### src/rtl/sensor_stat_if.sv
// Bundle between the sensor controller (master: clear, sample strobe and data)
// and the statistics tracker (slave: registered per-channel statistics).
//   clr          master->slave  synchronous clear of all statistics
//   sample_valid master->slave  one-cycle sample strobe
//   sample_data  master->slave  packed samples, channel k = [k*DW +: DW]
//   max_data     slave->master  per-channel running maximum
//   min_data     slave->master  per-channel running minimum
//   avg_data     slave->master  per-channel moving average
//   ch_valid     slave->master  channel has accepted at least one sample
//   reject       slave->master  one-cycle pulse per out-of-range channel
//   sample_cnt   slave->master  saturating count of accepted strobes
//   upd          slave->master  one-cycle pulse, outputs reflect newest strobe
interface sensor_stat_if #(
    parameter int NCH   = 2,
    parameter int DW    = 8,
    parameter int CNT_W = 16
);
    logic                clr;
    logic                sample_valid;
    logic [NCH*DW-1:0]   sample_data;
    logic [NCH*DW-1:0]   max_data;
    logic [NCH*DW-1:0]   min_data;
    logic [NCH*DW-1:0]   avg_data;
    logic [NCH-1:0]      ch_valid;
    logic [NCH-1:0]      reject;
    logic [CNT_W-1:0]    sample_cnt;
    logic                upd;

    modport master (
        output clr, sample_valid, sample_data,
        input  max_data, min_data, avg_data, ch_valid, reject, sample_cnt, upd
    );

    modport slave (
        input  clr, sample_valid, sample_data,
        output max_data, min_data, avg_data, ch_valid, reject, sample_cnt, upd
    );
endinterface

### src/rtl/sensor_stat_tracker.sv
// Per-channel statistics engine for sensor samples: running max/min, a
// 2^AVG_LOG2-deep moving average per channel and a saturating sample count.
// Samples above LIM_MAX are rejected per channel without touching its state.
//   clk    system clock
//   reset  asynchronous, active-high reset
//   sif    sensor_stat_if slave modport (strobe/data in, statistics out)
// All outputs are registered; they reflect a strobe one clock after it.
module sensor_stat_tracker #(
    parameter int NCH      = 2,
    parameter int DW       = 8,
    parameter int AVG_LOG2 = 3,
    parameter int LIM_MAX  = 99,
    parameter int CNT_W    = 16
) (
    input  logic          clk,
    input  logic          reset,
    sensor_stat_if.slave  sif
);
    localparam int DEPTH = 1 << AVG_LOG2;
    localparam int SW    = DW + AVG_LOG2;

    logic [DW-1:0]       samp     [NCH];

    logic [DW-1:0]       max_q    [NCH];
    logic [DW-1:0]       max_d    [NCH];
    logic [DW-1:0]       min_q    [NCH];
    logic [DW-1:0]       min_d    [NCH];
    logic [DW-1:0]       avg_q    [NCH];
    logic [DW-1:0]       avg_d    [NCH];
    logic [SW-1:0]       sum_q    [NCH];
    logic [SW-1:0]       sum_d    [NCH];
    logic [AVG_LOG2-1:0] ptr_q    [NCH];
    logic [AVG_LOG2-1:0] ptr_d    [NCH];
    logic [DW-1:0]       buf_q    [NCH][DEPTH];
    logic [DW-1:0]       buf_d    [NCH][DEPTH];
    logic [NCH-1:0]      ch_valid_q, ch_valid_d;
    logic [NCH-1:0]      reject_q, reject_d;
    logic [CNT_W-1:0]    cnt_q, cnt_d;
    logic                upd_q, upd_d;

    always_comb begin
        for (int k = 0; k < NCH; k++) begin
            samp[k] = sif.sample_data[k*DW +: DW];
        end
    end

    always_comb begin
        max_d      = max_q;
        min_d      = min_q;
        sum_d      = sum_q;
        ptr_d      = ptr_q;
        buf_d      = buf_q;
        ch_valid_d = ch_valid_q;
        cnt_d      = cnt_q;
        reject_d   = '0;
        upd_d      = 1'b0;

        if (sif.clr) begin
            ch_valid_d = '0;
            cnt_d      = '0;
            for (int k = 0; k < NCH; k++) begin
                max_d[k] = '0;
                min_d[k] = '1;
                sum_d[k] = '0;
                ptr_d[k] = '0;
                for (int i = 0; i < DEPTH; i++) begin
                    buf_d[k][i] = '0;
                end
            end
        end else if (sif.sample_valid) begin
            upd_d = 1'b1;
            if (cnt_q != '1) begin
                cnt_d = cnt_q + CNT_W'(1);
            end
            for (int k = 0; k < NCH; k++) begin
                if (int'(samp[k]) > LIM_MAX) begin
                    reject_d[k] = 1'b1;
                end else begin
                    if (samp[k] > max_q[k]) max_d[k] = samp[k];
                    if (samp[k] < min_q[k]) min_d[k] = samp[k];
                    // ch_valid doubles as the "buffer holds real data" flag:
                    // the first accepted sample preloads the whole window so
                    // the average is meaningful from the first strobe.
                    if (!ch_valid_q[k]) begin
                        for (int i = 0; i < DEPTH; i++) begin
                            buf_d[k][i] = samp[k];
                        end
                        sum_d[k] = SW'(samp[k]) << AVG_LOG2;
                        ptr_d[k] = AVG_LOG2'(1);
                    end else begin
                        // sum always covers buf[ptr], so no underflow here
                        sum_d[k] = sum_q[k] - SW'(buf_q[k][ptr_q[k]]) + SW'(samp[k]);
                        buf_d[k][ptr_q[k]] = samp[k];
                        ptr_d[k] = ptr_q[k] + AVG_LOG2'(1);
                    end
                    ch_valid_d[k] = 1'b1;
                end
            end
        end

        for (int k = 0; k < NCH; k++) begin
            avg_d[k] = sum_d[k][SW-1:AVG_LOG2];
        end
    end

    always_ff @(posedge clk or posedge reset) begin
        if (reset) begin
            ch_valid_q <= '0;
            reject_q   <= '0;
            cnt_q      <= '0;
            upd_q      <= 1'b0;
            for (int k = 0; k < NCH; k++) begin
                max_q[k] <= '0;
                min_q[k] <= '1;
                avg_q[k] <= '0;
                sum_q[k] <= '0;
                ptr_q[k] <= '0;
                for (int i = 0; i < DEPTH; i++) begin
                    buf_q[k][i] <= '0;
                end
            end
        end else begin
            ch_valid_q <= ch_valid_d;
            reject_q   <= reject_d;
            cnt_q      <= cnt_d;
            upd_q      <= upd_d;
            max_q      <= max_d;
            min_q      <= min_d;
            avg_q      <= avg_d;
            sum_q      <= sum_d;
            ptr_q      <= ptr_d;
            buf_q      <= buf_d;
        end
    end

    for (genvar k = 0; k < NCH; k++) begin : g_out
        assign sif.max_data[k*DW +: DW] = max_q[k];
        assign sif.min_data[k*DW +: DW] = min_q[k];
        assign sif.avg_data[k*DW +: DW] = avg_q[k];
    end

    assign sif.ch_valid   = ch_valid_q;
    assign sif.reject     = reject_q;
    assign sif.sample_cnt = cnt_q;
    assign sif.upd        = upd_q;
endmodule

### src/flat_wrapper.sv
// flat-port wrapper written by rule: the top's interface ports become plain ports
module sensor_stat_tracker_flat 
#(
    parameter int NCH      = 2,
    parameter int DW       = 8,
    parameter int AVG_LOG2 = 3,
    parameter int LIM_MAX  = 99,
    parameter int CNT_W    = 16
)
  (clk, reset, sif_clr, sif_sample_valid, sif_sample_data, sif_max_data, sif_min_data, sif_avg_data, sif_ch_valid, sif_reject, sif_sample_cnt, sif_upd);
  sensor_stat_if #(.NCH(NCH), .DW(DW), .CNT_W(CNT_W)) sif_i ();
  input  logic clk;
  input  logic reset;
  input wire logic [$bits(sif_i.clr)-1:0] sif_clr;
  input wire logic [$bits(sif_i.sample_valid)-1:0] sif_sample_valid;
  input wire logic [$bits(sif_i.sample_data)-1:0] sif_sample_data;
  output wire logic [$bits(sif_i.max_data)-1:0] sif_max_data;
  output wire logic [$bits(sif_i.min_data)-1:0] sif_min_data;
  output wire logic [$bits(sif_i.avg_data)-1:0] sif_avg_data;
  output wire logic [$bits(sif_i.ch_valid)-1:0] sif_ch_valid;
  output wire logic [$bits(sif_i.reject)-1:0] sif_reject;
  output wire logic [$bits(sif_i.sample_cnt)-1:0] sif_sample_cnt;
  output wire logic [$bits(sif_i.upd)-1:0] sif_upd;
  assign sif_i.clr = sif_clr;
  assign sif_i.sample_valid = sif_sample_valid;
  assign sif_i.sample_data = sif_sample_data;
  assign sif_max_data = sif_i.max_data;
  assign sif_min_data = sif_i.min_data;
  assign sif_avg_data = sif_i.avg_data;
  assign sif_ch_valid = sif_i.ch_valid;
  assign sif_reject = sif_i.reject;
  assign sif_sample_cnt = sif_i.sample_cnt;
  assign sif_upd = sif_i.upd;
  sensor_stat_tracker #(.NCH(NCH), .DW(DW), .AVG_LOG2(AVG_LOG2), .LIM_MAX(LIM_MAX), .CNT_W(CNT_W)) u_core (.clk(clk), .reset(reset), .sif(sif_i));
endmodule
### config.mk
export PLATFORM = sky130hd
export DESIGN_NAME = sensor_stat_tracker_flat
export DESIGN_NICKNAME = d
export VERILOG_FILES = /design/src/rtl/sensor_stat_if.sv /design/src/rtl/sensor_stat_tracker.sv /design/src/flat_wrapper.sv
export SDC_FILE = /design/constraint.sdc
export NUM_CORES = 1
export LEC_CHECK = 0
export BUFFER_PORTS_ARGS = -buffer_cell sky130_fd_sc_hd__buf_2
export CAP_MARGIN = 5
export CORE_MARGIN = 10
export CORE_UTILIZATION = 55
export CTS_CLUSTER_SIZE = 10
export DETAILED_ROUTE_END_ITERATION = 10
export PLACE_DENSITY_LB_ADDON = 0.2
export REMOVE_ABC_BUFFERS = 1
export SYNTH_ARGS = -nofsm -noshare
export SYNTH_HDL_FRONTEND = slang
export SYNTH_SLANG_ARGS = --single-unit
### constraint.sdc
create_clock -name clk -period 11.1 [get_ports clk]
set_clock_uncertainty 0.1 [all_clocks]
set_input_delay 0.555 -clock clk [delete_from_list [all_inputs] [get_ports clk]]
set_output_delay 0.555 -clock clk [all_outputs]
set_load 0.005 [all_outputs]
# Yosys cells after proc, flatten, opt, wreduce, memory -nomap -nowiden
# Index checks and enable logic that the tools add are counted.
# word_totals
out_inout_bits,69
latchBits,0
ramBits,0
n_memories,0
reg_bits,209
rom_bits,0
# op_classes
order_cmp,10
shift,0
eq_ne,3
n_bitwise,2
n_div,0
muxes,55
n_mul,0
reduce_logical,15
n_addsub,7
# ops
op,n
$mux 128,2
$mux 64,4
$bwmux 64,2
$mux 16,7
$mux 8,14
$bmux 8 s3,2
$demux 8 s3,2
$mux 11,4
$mux 22,2
$add 11x8->11,2
$sub 11x8->11,2
$add 16x1->16 const B,1
$gt 8x7->1 const B,2
$gt 8x8->1,2
$lt 8x8->1,2
$ne 16x16->1 const B,1
$mux 3,4
$mux 6,2
$reduce_and 3->1,4
$reduce_bool 2->1,6
$ge 4x4->1 const B,2
$lt 4x1->1 const B,2
$mux 2,4
$not 3->4,2
other kinds (5),15

# Longest topological paths before layout
# Gate-level depths: netlist of run 1.
# depth
word_depth,10
mapped_depth,17
ltp_nobuf,15

# Worst setup path before layout of run 1
# No wires, ideal clock.
# synth_timing
path_kind,register to register
startpoint,register u_core.ptr_q[1] (netlist bit)
endpoint,register u_core.sum_q[9] (netlist bit)
path_buffers,2
setup_slack_ps,7139
period_less_slack_ps,3961
path_stages_with_launch,14
arrival_ps,3782
setup_time_ps,78
cell_sequence,dfrtp_1 buf_1 buf_1 mux4_2 mux2_2 fa_1 inv_1 ha_1 or3_1 or2_2 o221ai_1 mux2i_1 xnor2_1 o2bb2ai_1
# synth_between
elab_chain_len,10
# synth_lines
item,line,rtl
start: declaration,sensor_stat_tracker.sv:32,logic [AVG_LOG2-1:0] ptr_q [NCH];
start signal: assignment,sensor_stat_tracker.sv:131,ptr_q <= ptr_d;
$not 3->4 (not written as such),sensor_stat_tracker.sv:92,sum_d[k] = sum_q[k] - SW'(buf_q[k][ptr_q[k]]) + SW'(samp[k]);
$bmux 8 s3,sensor_stat_tracker.sv:92,
$mux 8 (not written as such) (2 in series),sensor_stat_tracker.sv:92,
$sub 11x8->11,sensor_stat_tracker.sv:92,
$add 11x8->11,sensor_stat_tracker.sv:92,
$mux 11,sensor_stat_tracker.sv:84,if (!ch_valid_q[k]) begin
$mux 11,sensor_stat_tracker.sv:76,if (int'(samp[k]) > LIM_MAX) begin
$mux 22,sensor_stat_tracker.sv:70,end else if (sif.sample_valid) begin
$mux 22,sensor_stat_tracker.sv:58,if (sif.clr) begin
end signal: assignment,sensor_stat_tracker.sv:130,sum_q <= sum_d;
end: declaration,sensor_stat_tracker.sv:30,logic [SW-1:0] sum_q [NCH];
# Every way passes these cells. The select of a mux whose other input is x is not followed.
# A chain may end at the register's enable or synchronous reset.

# Worst setup path in the final report of run 1
# layout_timing
startpoint,register u_core.ptr_q[5] (netlist bit)
endpoint,register u_core.sum_q[21] (netlist bit)
# The elaborated chain is that of the path after synthesis.

==> run_results.csv, run 1 <==
group,metric,value,unit
setup_path,path_buf_inv,1,
drt,dr.pass1.iters,7,
die,pin_count,89,
sta,finalMaxSlewViolations,0,
drt,wl_per_cell,18.92,microns
cts,cts-resized-gates,0,
sta,worstMarginPinSlew,1.124,ns
pwr,clkPwrFrac,39.3,%
pwr,p_int,1.345,mW
die,dieArea,28100,sq um
pwr,p_switching,512.9,uW
placed_design,dp_hpwl,19300,microns
cts,hold_buffers,0,
die,die_x,167.6,microns
cts,clk_path_buf_depth,3,
pwr,comb_power_share,16.4,%
pwr,leakage,6.195,nW
setup_path,crit_required,11.40,ns
setup_path,cpMaxStageDelayCell,"dfrtp_1",
pwr,pwr-share-seq,44.3,%
setup_path,cp_cell_sequence,"inv_1, nor2_1, nand2_1, o21ai_0, a22oi_1, o21ai_0, fa_1, fa_1, nand2b_1, a21oi_1, o2111ai_1, and3_1, or2_2, a221o_1",
yosys,synth_ff_type,"dfrtp_1",
setup_path,critical_path_class,"reg2reg",
setup_path,critical_path.top_delay_family,"simple AND/OR/NAND/NOR gates",
yosys,synth_cell_types,66,
yosys,synth.most_common_cell,"dfrtp_1",
sta,setup_tns,0,ns
yosys,synth-edff-count,0,
yosys,async_flop_share,100.0,%
placed_design,place_inst,1474,
yosys,ys_seq_area_share,43.80,%
cts,clock_sinks,209,
cts,clock_latency,0.52,ns
pwr,peakVddDrop,0.0001195,V
yosys,synthTopCellsByArea,"dfrtp_1 40%, mux2i_1 9.7%, ha_1 5.7%",
global_routing,grt_max_degree,137,
die,coreArea,21220,sq um
run_status,status,"complete, no violations",
pwr,switching_share,27.60,%
sta,max_slew_margin,25.04,%
yosys,ys_warn_count,0,
layout,syn_to_final_growth,9.520,%
flow_run,cap_violations,0,
layout,final_cell_area,13130,sq um
placed_design,io_buffers,88,
layout,instances_no_fill,1514,
pwr,power_density,141.6,nW/um^2
yosys,yosysTopAreaCell,"dfrtp_1",
die,placementRows,53,
yosys,synth_seq_cells,209,
cts,path_clk_slew,0.06,ns
yosys,synth.top_cell.area_share,40.30,%
yosys,synth_area,11990,sq um
yosys,avgSynthCellArea,10.09,sq um
pwr,power,1.858,mW
global_routing,antenna_found_initial,0,
yosys,synthCells,1188,
layout,fin_nets,1317,
layout,layout-drive-gt1-share,16.55,%
drt,drc_errors,0,
global_routing,grt_first_pass_wirelength,47390,microns
setup_path,endpoint_kind,"flop",
cts,clock-root-buffer,"clkbuf_16",
setup_path,slowest_delay,0.71,ns
setup_path,r2r_slack,6.62,ns
drt,postRouteWirelength,28640,microns
min_path,hold_class,"in2async",
sta,min_period,4.483,ns
layout,insertedDiodeCount,0,
sta,rsz0062_at_grt,"no",
placed_design,dpl_worst_slack,6.661,ns
cts,cts-htree-levels,1,
yosys,synth_common_cells,"193 x dfrtp_1, 183 x nor2_1, 116 x mux2i_1",
placed_design,place_area,12420,sq um
drt,vias,8735,
drt,ant_nets,0,
drt,drtIter0Drc,645,
sta,clock.fmax,0.2231,GHz
global_routing,grt_pass1_vias,8757,
cts,cts_buffers,25,
setup_path,cp_data_arrival_time,4.78,ns
sta,setup_viol,0,
global_routing,track_usage,20.11,%
cts,cts_tree,"done",
global_routing,grt_overflow,0,
sta,fin_crit_sh,40.39,%
sta,setup_slack,6.617,ns
drt,vias_per_cell,5.769,
setup_path,cp-start-kind,"flop",
sta,hold_viol,0,
die,die_h,167.6,microns
placed_design,gp_congestion,0.8645,
setup_path,cp_max_fo,18,
die,initial_utilization,56.48,%
cts,post_cts_buffers,0,
## cell type report
class                   count  area (sq um)
multi-input cells         787          5928
well taps                 275         344.1
repair buffers             93         480.5
clock buffers              39         698.2
clock inverters             1         5.005
inverters                 110         420.4
flip-flops and latches    209          5250
fillers                  1803          8094
## registers in the layout (all words and copies together), names as in the netlist
name / cells
u_core.sif.max_data: 16
u_core.ptr_q: 6
u_core.buf_q: 128
u_core.sif.min_data: 16
u_core.sif.ch_valid: 2
u_core.sif.sample_cnt: 16
u_core.sif.reject: 2
u_core.sif.upd: 1
u_core.sum_q: 22
## placed cells by master (no fill, tap or decap), types with 12 or more instances in the layout
cell type / n
a21o_1: 12
a21oi_1: 47
a21oi_2: 15
buf_2: 87
clkbuf_1: 12
clkbuf_16: 25
dfrtp_1: 193
dfstp_2: 16
fa_1: 16
ha_1: 55
inv_1: 109
mux2_2: 17
mux2i_1: 116
mux4_2: 22
nand2_1: 49
nand2b_1: 15
nand3_1: 17
nor2_1: 183
nor3_1: 23
nor3b_1: 16
o211ai_1: 14
o21ai_0: 32
o22ai_1: 12
## kinds of logic after synthesis
| logic type | count (synthesis) | synth area share [%] |
|---|---|---|
| AOI/OAI and AO/OA | 192 | 10.98 |
| xor gates and xnor gates | 18 | 1.315 |
| adders and majority gates | 71 | 8.414 |
| buffers and inverters | 192 | 6.734 |
| DFF | 209 | 43.80 |
| muxes | 155 | 15.42 |
| and+or+nand+nor | 351 | 13.33 |
## power by group through the flow
stage / Sequential, mW / Clock, mW / Combinational (mW)
2_1_floorplan: 0.830 / 0 / 0.213
3_3_place_gp: 0.835 / 0 / 0.300
3_5_place_dp: 0.836 / 0 / 0.306
4_1_cts: 0.823 / 0.744 / 0.308
5_1_grt: 0.827 / 0.774 / 0.344
6_report: 0.823 / 0.730 / 0.305
## metrics by stage
step           utilization, %  hold slack [ns]
2_1_floorplan               -           0.3498
3_3_place_gp            58.54           0.3703
3_5_place_dp            58.54           0.3734
4_1_cts                 61.86           0.1987
5_1_grt                 61.86           0.2163
6_report                61.86           0.1223
## layer usage
| metal | vias up | GRT usage, % | part of all wire [%] |
|---|---|---|---|
| met5 | - | 0 | 0 |
| met4 | 0 | 6.510 | 2.8 |
| met3 | 52 | 3.301 | 4.7 |
| met2 | 214 | 33.73 | 50 |
| met1 | 4300 | 25.96 | 43 |
| li1 | 4169 | - | - |
## path summary, 6_finish.rpt
check,startpoint,to,cells after the start
setup reg to reg,u_core.ptr_q[5]$_DFFE_PP0P_,u_core.sum_q[21]$_DFFE_PP0P_,14
hold / removal,reset,u_core.sif.sample_cnt[14]$_DFFE_PP0P_,2
hold reg to reg,u_core.sum_q[12]$_DFFE_PP0P_,u_core.sum_q[12]$_DFFE_PP0P_,2
max in group asynchronous,reset,u_core.sum_q[5]$_DFFE_PP0P_,3
min in group clk,sif_sample_data[11],u_core.sif.min_data[11]$_DFFE_PP1P_,3
setup / recovery,u_core.ptr_q[5]$_DFFE_PP0P_,u_core.sum_q[21]$_DFFE_PP0P_,14
No activity file was read; power rests on OpenSTA's default activity.
==> run 2, diff against run 1 <==
==> constraint.sdc (replaced) <==
create_clock -name clk -period 3.9 [get_ports clk]
set_clock_uncertainty 0.1 [all_clocks]
set_input_delay 0.195 -clock clk [delete_from_list [all_inputs] [get_ports clk]]
set_output_delay 0.195 -clock clk [all_outputs]
set_load 0.005 [all_outputs]
==> run_results.csv, run 2 (synthesized netlist as in run 1, its figures left out) <==
group,metric,value,unit
sta,setup_tns,0,ns
drt,drc_errors,0,
cts,clock_sinks,209,
sta,setup_viol,0,
sta,hold_viol,0,
min_path,hold_class,"in2reg",
placed_design,dp_hpwl,20400,microns
layout,layout-drive-gt1-share,19.06,%
cts,cts_buffers,25,
sta,clock.fmax,0.2684,GHz
min_path,holdPathStages,3,
drt,dr.pass1.iters,5,
cts,cts-htree-levels,1,
cts,clock-root-buffer,"clkbuf_16",
layout,final_cell_mix,"190 x dfrtp_1, 181 x nor2_1, 116 x mux2i_1, 108 x inv_1, 87 x buf_2",
global_routing,track_usage,20.79,%
die,initial_utilization,56.48,%
drt,wl_per_cell,19.03,microns
setup_path,cp-start-kind,"flop",
placed_design,io_buffers,88,
global_routing,grt_max_degree,119,
drt,ant_nets,0,
min_path,min_from,"sif_sample_data[0]",
setup_path,timing.rr.start,"u_core.ptr_q[5]$_DFFE_PP0P_",
setup_path,worst_r2r_path_depth,14,
sta,worstMarginPinSlew,1.193,ns
setup_path,cp_max_fo,11,
pwr,power,5.379,mW
drt,drtIter0Drc,646,
layout,largest_reg_flops,128,
cts,clk_path_buf_depth,3,
setup_path,endpoint_kind,"flop",
pwr,power_density,397.6,nW/um^2
pwr,leakage,6.389,nW
setup_path,cp_data_arrival_time,4.02,ns
die,die_h,167.6,microns
drt,vias,8964,
min_path,whs_endpoint,"u_core.buf_q[72]$_DFFE_PP0P_",
die,dieArea,28100,sq um
die,placementRows,53,
cts,clock_latency,0.52,ns
sta,setup_slack,0.1738,ns
die,coreArea,21220,sq um
global_routing,grt_overflow,0,
layout,fin_nets,1353,
sta,rsz0062_at_grt,"yes",
global_routing,antenna_found_initial,0,
cts,cts_tree,"done",
layout,largest_register,"u_core.buf_q",
sta,max_slew_margin,19.94,%
flow_run,cap_violations,0,
global_routing,grt_pass1_vias,9161,
layout,final_common_cell,"dfrtp_1",
setup_path,critical_path_class,"reg2reg",
drt,vias_per_cell,5.765,
run_status,status,"complete, no violations",
layout,reg_top3,"u_core.buf_q: 128 flops, u_core.sum_q: 22 flops",
placed_design,gp_congestion,0.8931,
die,pin_count,89,
cts,path_clk_slew,0.06,ns
die,die_x,167.6,microns
layout,syn_to_final_growth,12.87,%
setup_path,r2r_slack,0.17,ns
pwr,peakVddDrop,0.0003342,V
sta,fin_crit_sh,95.54,%
setup_path,worstReg2RegEnd,"u_core.sum_q[21]$_DFFE_PP0P_",
sta,min_period,3.726,ns
placed_design,dpl_worst_slack,-0.02690,ns
global_routing,grt_first_pass_wirelength,48610,microns
sta,finalMaxSlewViolations,0,
layout,insertedDiodeCount,0,
layout,fin_util,63.75,%
setup_path,crit_required,4.20,ns
drt,postRouteWirelength,29590,microns
[run 2: final cells by class]
| type | instances | area, sq um |
|---|---|---|
| Clock buffer | 45 | 730.7 |
| Fill cell | 1780 | 7692 |
| Inverter | 110 | 424.2 |
| Multi-Input combinational cell | 787 | 5957 |
| Sequential cell | 209 | 5254 |
| Tap cell | 275 | 344.1 |
| Timing Repair Buffer | 129 | 818.3 |
[run 2: repair_timing]
action | CTS | global route
gates resized for setup | 1 | 10
hold buffers | 7 | 0
gates cloned | 0 | 0
hold endpoints to repair | 134 | 0
endpoints found under the setup margin | 1 | 5
setup buffers | 0 | 2
[run 2: power breakdown]
part           total (mW)  internal, mW  switching [mW]
Sequential           2.33          2.26          0.0701
Clock                2.12          1.25           0.871
Combinational       0.926         0.389           0.536
Total                5.38          3.90            1.48
[run 2: routing by layer]
layer | wire length (microns) | track usage, % | up-vias | part of all wire, %
met1 | 12390 | 25.91 | 4415 | 42
met2 | 15000 | 35.90 | 219 | 51
li1 | - | - | 4264 | -
met3 | 1227 | 2.809 | 66 | 4.1
met4 | 977 | 7.797 | 0 | 3.3
met5 | 0 | 0 | - | 0
[run 2: metrics by stage]
stage | std cells | hold slack, ns | instance area (sq um)
after global placement | 1501 | 0.3350 | 12680
after global routing | 1555 | 0.02790 | 13530
after floorplan | 1106 | 0.1581 | 11590
after CTS | 1553 | 0.01178 | 13480
after detailed placement | 1501 | 0.3301 | 12680
final | 1555 | 0.01591 | 13530
[run 2: worst max-delay path: stages (launching register included)]
cell       delay, ns
dfrtp_2         0.49
mux2_2          0.37
a221oi_1        0.27
o22ai_1         0.16
ha_1            0.29
inv_1           0.06
ha_1            0.15
inv_1           0.06
fa_1            0.38
nand2b_1        0.20
a21oi_2         0.15
o2111ai_1       0.15
and3_1          0.20
or2_2           0.29
a221o_1         0.29
[run 2: how the worst max path moves through the flow]
stage | start | end | slack (ns)
after floorplan | reset | u_core.buf_q[0]$_DFFE_PP0P_ | -2.08
after global placement | u_core.ptr_q[0]$_DFFE_PP0P_ | u_core.sum_q[9]$_DFFE_PP0P_ | 0.005
after detailed placement | u_core.ptr_q[0]$_DFFE_PP0P_ | u_core.sum_q[9]$_DFFE_PP0P_ | -0.03
after CTS | u_core.ptr_q[5]$_DFFE_PP0P_ | u_core.sum_q[21]$_DFFE_PP0P_ | 0.04
after global routing | u_core.ptr_q[5]$_DFFE_PP0P_ | u_core.sum_q[21]$_DFFE_PP0P_ | -0.02
final | u_core.ptr_q[5]$_DFFE_PP0P_ | u_core.sum_q[21]$_DFFE_PP0P_ | 0.17
